File: config.mk
export PLATFORM = sky130hd
export DESIGN_NAME = tc_alu_bist_ctrl
export DESIGN_NICKNAME = d
export VERILOG_FILES = /design/src/rtl/tc_alu_bist_ctrl.sv
export SDC_FILE = /design/constraint.sdc
export NUM_CORES = 1
export LEC_CHECK = 0
export ABC_AREA = 1
export CAP_MARGIN = 10
export CORE_MARGIN = 5
export CORE_UTILIZATION = 55
export CTS_CLUSTER_SIZE = 30
export DETAILED_ROUTE_END_ITERATION = 12
export GPL_TIMING_DRIVEN = 0
export PLACE_DENSITY = 0.87
export SLEW_MARGIN = 20
export SYNTH_ARGS = -nofsm -noshare
export SYNTH_HDL_FRONTEND = slang
export SYNTH_SLANG_ARGS = --single-unit
File: constraint.sdc
create_clock -name clk -period 4.6 [get_ports clk]
set_input_delay 0.92 -clock clk [delete_from_list [all_inputs] [get_ports clk]]
set_output_delay 0.92 -clock clk [all_outputs]
set_load 0.02 [all_outputs]
File: src/rtl/tc_alu_bist_ctrl.sv
// tc_alu_bist_ctrl: LFSR-driven self-test of the TC add/multiply ALU, MISR signature.
// Define TC_BIST_SCAN_EN to build the seed/signature scan chain.
module tc_alu_bist_ctrl #(
  parameter int             W      = 8,
  parameter int             N_PAT  = 32,
  parameter logic [W-1:0]   POLY   = 8'h38,
  parameter logic [2*W-1:0] MPOLY  = 16'h6800,
  parameter logic [2*W-1:0] GOLDEN = 16'h0000
) (
  input  logic           clk,
  input  logic           rst_n,
  input  logic [W-1:0]   A,
  input  logic [W-1:0]   B,
  input  logic           sel,
  input  logic           START,
  input  logic [W-1:0]   SEED_A,
  input  logic [W-1:0]   SEED_B,
  input  logic           SI_EN,
  input  logic           SI,
  output logic           SO,
  output logic [2*W-1:0] Y,
  output logic [2*W-1:0] MISR_OUT,
  output logic           BUSY,
  output logic           DONE,
  output logic           PASS
);
  localparam int CW = $clog2(N_PAT + 1);

  typedef enum logic [1:0] {
    S_IDLE,
    S_RUN,
    S_DONE
  } state_t;

  state_t         state, state_nx;
  logic [W-1:0]   lfsr_a, lfsr_b;
  logic [W-1:0]   seed_a, seed_b;
  logic [2*W-1:0] y, misr, misr_nx, fold;
  logic [CW-1:0]  cnt, cnt_inc;
  logic           done_q, pass_q;
  logic           run, go, last, scan;

  function automatic logic [2*W-1:0] alu(
    input logic [W-1:0] a,
    input logic [W-1:0] b,
    input logic         s
  );
    logic [2*W-1:0] ax, bx;
    ax = {{W{1'b0}}, a};
    bx = {{W{1'b0}}, b};
    return s ? ax * bx : ax + bx;
  endfunction

  function automatic logic [W-1:0] lfsr_step(
    input logic [W-1:0] q
  );
    logic [W-1:0] n;
    n[W-1] = q[0];
    for (int i = 0; i < W-1; i++)
      n[i] = q[i+1] ^ (POLY[i] & q[0]);
    return n;
  endfunction

`ifdef TC_BIST_SCAN_EN
  logic shift;
  assign scan  = SI_EN;
  assign shift = !run && scan;
  assign SO    = misr[2*W-1];
`else
  logic unused_scan;
  assign unused_scan = SI ^ SI_EN;
  assign scan        = 1'b0;
  assign SO          = 1'b0;
`endif

  assign run     = (state == S_RUN);
  assign go      = !run && !scan && START;
  assign cnt_inc = cnt + 1'b1;
  assign last    = run && (cnt_inc == CW'(N_PAT));

  // all-zero seeds would lock the LFSRs up
  assign seed_a = (SEED_A == '0) ? W'(1) : SEED_A;
  assign seed_b = (SEED_B == '0) ? W'(1) : SEED_B;

  always_comb begin
    fold    = '0;
    misr_nx = '0;
    for (int i = 0; i < W; i++)
      fold[i] = y[2*i+1] ^ y[2*i];
    misr_nx[0] = misr[2*W-1] ^ fold[0];
    for (int i = 1; i < 2*W; i++)
      misr_nx[i] = misr[i-1] ^ fold[i]
                 ^ (MPOLY[i] & misr[2*W-1]);
  end

  always_comb begin
    state_nx = state;
    unique case (1'b1)
      go:      state_nx = S_RUN;
      last:    state_nx = S_DONE;
      default: ;
    endcase
  end

  always_ff @(posedge clk or negedge rst_n) begin
    if (!rst_n) state <= S_IDLE;
    else        state <= state_nx;
  end

  always_ff @(posedge clk or negedge rst_n) begin
    if (!rst_n) begin
      lfsr_a <= '0;
      lfsr_b <= '0;
      y      <= '0;
      misr   <= '0;
      cnt    <= '0;
      done_q <= 1'b0;
      pass_q <= 1'b0;
    end else begin
      unique case (1'b1)
        run: begin
          lfsr_a <= lfsr_step(lfsr_a);
          lfsr_b <= lfsr_step(lfsr_b);
          y      <= alu(lfsr_a, lfsr_b, lfsr_a[0]);
          misr   <= misr_nx;
          cnt    <= cnt_inc;
          if (last) begin
            done_q <= 1'b1;
            pass_q <= (misr_nx == GOLDEN);
          end
        end
        go: begin
          lfsr_a <= seed_a;
          lfsr_b <= seed_b;
          y      <= alu(seed_a, seed_b, seed_a[0]);
          misr   <= '0;
          cnt    <= '0;
          done_q <= 1'b0;
          pass_q <= 1'b0;
        end
`ifdef TC_BIST_SCAN_EN
        shift: begin
          lfsr_a <= {SI, lfsr_a[W-1:1]};
          lfsr_b <= {lfsr_a[0], lfsr_b[W-1:1]};
          misr   <= {misr[2*W-2:0], lfsr_b[0]};
          done_q <= 1'b0;
          pass_q <= 1'b0;
        end
`endif
        default: y <= alu(A, B, sel);
      endcase
    end
  end

  assign Y        = y;
  assign MISR_OUT = misr;
  assign BUSY     = run;
  assign DONE     = done_q;
  assign PASS     = pass_q;

endmodule

==> results of run 1 <==
-- worst reg2reg max path: cells and delay by family (launching register included) --
family	cells	cell delay, ns
adder cells (fa/ha/maj)	5	2.31
AND/OR/NAND/NOR	7	0.78
buffers and inverters	5	0.64
flip-flops	1	0.35
AO/OA/AOI/OAI	1	0.18
-- area by class of cell --
type                            count  area (µm²)
Buffer                             55       280.3
Multi-Input combinational cell   1079        7794
Fill cell                        1713        7350
Clock buffer                        9       225.2
Tap cell                          265       331.6
Timing Repair Buffer               57       548.0
Inverter                          390        1469
Sequential cell                    58        1451
Clock inverter                      7       77.57
-- cell usage after synthesis (7+ instances only) --
cell type,instances
nand2_1,456
inv_1,384
ha_1,133
fa_1,111
nand3_1,107
nor2_1,77
dfrtp_1,58
clkbuf_1,41
a21oi_1,39
o21ai_0,28
nand4_1,27
xnor2_1,19
xor2_1,18
o22ai_1,11
buf_2,9
o211ai_1,9
o221ai_1,7
-- worst max-delay path by stage --
stage          startpoint     to  slack, ns  cells past startpoint
2_1_floorplan   SEED_A[7]  Y[14]       0.11                     21
3_3_place_gp         A[1]  Y[12]      -0.51                     18
3_5_place_dp         A[1]  Y[12]      -0.54                     18
4_1_cts              A[7]  Y[13]      0.002                     15
5_1_grt         SEED_B[4]  Y[13]      -0.01                     17
6_report        SEED_B[4]  Y[15]       0.15                     19
-- logic make-up after synthesis --
| logic type | after synthesis | synth area share, % |
|---|---|---|
| adders and majority gates | 244 | 35.61 |
| buffers and inverters | 449 | 15.90 |
| DFF | 58 | 13.30 |
| AOI/OAI and AO/OA | 107 | 5.915 |
| other | 1 | 0.03436 |
| xor gates and xnor gates | 37 | 2.969 |
| and+or+nand+nor | 689 | 26.18 |
| muxes | 1 | 0.09172 |
-- metal layers --
metal  part of all wire [%]  up-vias
li1                       -     4923
met1                     38     4818
met2                     48      534
met3                    8.7      125
met4                    5.3        2
met5                  0.023        -
-- stage by stage --
| stage | utilization [%] | area (µm²) | worst slack, ns | instances |
|---|---|---|---|---|
| 3_3_place_gp | 60.41 | 11800 | -0.5137 | 1906 |
| 5_1_grt | 62.36 | 12180 | -0.01127 | 1920 |
| 6_report | 62.36 | 12180 | 0.1500 | 1920 |
| 2_1_floorplan | - | 10910 | 0.1115 | 1586 |
| 3_5_place_dp | 60.40 | 11790 | -0.5430 | 1906 |
| 4_1_cts | 62.01 | 12110 | 0.001843 | 1922 |
-- state kept, by name (all words and copies together) (netlist names) --
| name | flops |
|---|---|
| cnt | 6 |
| state | 2 |
| PASS | 1 |
| Y | 16 |
| lfsr_b | 8 |
| DONE | 1 |
| MISR_OUT | 16 |
| lfsr_a | 8 |
-- timing repair --
action | 4_1_cts | 5_1_grt
resized for setup | 18 | 53
setup endpoints to repair | 9 | 10
setup buffers | 0 | 2
pin swaps | 0 | 1
==> summary.txt, run 1 <==
Die width: 150.9 µm
Reg2Reg Depth: 18
Most frequent cells in the layout: 454 x nand2_1, 383 x inv_1, 128 x ha_1
Area delta synth->final: 11.57%
Worst hold path depth: 2
Fin nets: 1,932
Layout cells sized above 1: 5.438%
Total CTS buffers: 9
Ys async rst share: 100.0%
CTS Sinks: 58
Clk_skew: 0.007396 ns
Initial antenna violation count: 1
Most frequent CP cell: nand2_1
Clk slew on worst S/H paths: 0.05 ns
Worst min-delay path startpoint: DONE
Status: completed
Fin. max-slew vios: 0
CP max stage delay: 0.53 ns
First-pass GRT wire length: 48,570 µm
Final setup TNS: 0 ns
Total gr overflow: 0
Worst Path Arrival: 4.66 ns
Met3 Use GR: 5.087%
Grt met1 use: 32.26%
Commonest non-fill, non-tap cell in the layout: nand2_1
Capture point of the worst reg-to-reg path: Y[12]
Post-synth EDFFs: 0
Synth Register Bits: 58
R2R Setup Slk: 0.20 ns
GR Layer Usage met2: 46.33%
Root Buffer: clkbuf_16
TritonCTS clock tree: built
Area contributors post-synth: fa_1 20%, nand2_1 16%, ha_1 15%
CP top delay family: adder cells
Core Rows: 51
Share of the yosys chip area belonging to registers: 13.30%
Core area: 19,530 µm²
Hold WS: 0.4980 ns
Worst Setup Start Kind: primary input
Syn Nets: 1,868
Synthesized instance count: 1,586
Die height: 150.9 µm
Minimum clock period: 4.450 ns
Cell chain of the critical path: clkbuf_2 > clkbuf_1 > ha_1 > fa_1 > fa_1 > fa_1 > inv_1 > fa_1 > inv_1 > ha_2 > nand2_1 > inv_1 > nand2_1 > nand2_1 > nand2_1 > nand3_1 > nand2_1 > nand3_1 > nand3_1
Reg-to-Reg Start: lfsr_b[6]
Die ar.: 22,760 µm²
DP Wirelength: 24,320 µm
Routed wire length: 29,920 µm
Worst endpoint required time: 4.81 ns
Fmax: 0.2247 GHz
Cell accounting for the most synthesized area: fa_1
CP max FO: 8
Max_cap viols: 0
Primary FF master, synth: dfrtp_1
GRT Overall Usage: 26.82%
Htree depth: 3
Detailed-route via count: 10.40k
Area share of the leading cell type in the synthesized netlist: 20.36%
CP max stage cell: fa_1
Distinct cells, synth: 42
DRT iter0 DRCs: 853
Final period utilization: 96.74%
WP buf/inv: 5
Gpl congestion: 0.9627
CP Capture Type: flop
Initial Utilization: 55.90%
ANT nets after route: 0
Hold endpoint: DONE
Hold_buf cts: 0
Final hold vios: 0
Yosys warns: 0
Clock buffer depth: 2
Largest net degree at the start of global routing: 59
Max-slew headroom: 52.02%
Via/cell ratio: 5.418
Port-buffer cells: 55
Syn avg cell area: 6.882 µm²
DRC Markers: 0
Final setup fails: 0
Number of diodes: 0
I/O Pins: 74
DR pass1 iterations: 5
Worst skew pair latency: 0.34 ns
GRT busiest layer: met2
Vias in the first global route: 10.48k
HP Class: flop to flop
Avg WL per Cell: 15.58 µm
Worst-Margin Slew: 0.7197 ns
Setup CP Type: primary input to flop
Post-synthesis instance area: 10,910 µm²
Power of run 1 is not shown: default switching activity piles up to over one toggle a cycle in this logic, so the estimate is an artifact.
==> run 2, diff against run 1 <==
Settings changed: CTS_CLUSTER_SIZE 30 to 28, SLEW_MARGIN 20 to 10.
==> results of run 2 <==
Final layout, timing and power as in run 1 (identical DEF).
Power of run 2 is left out for the same reason.
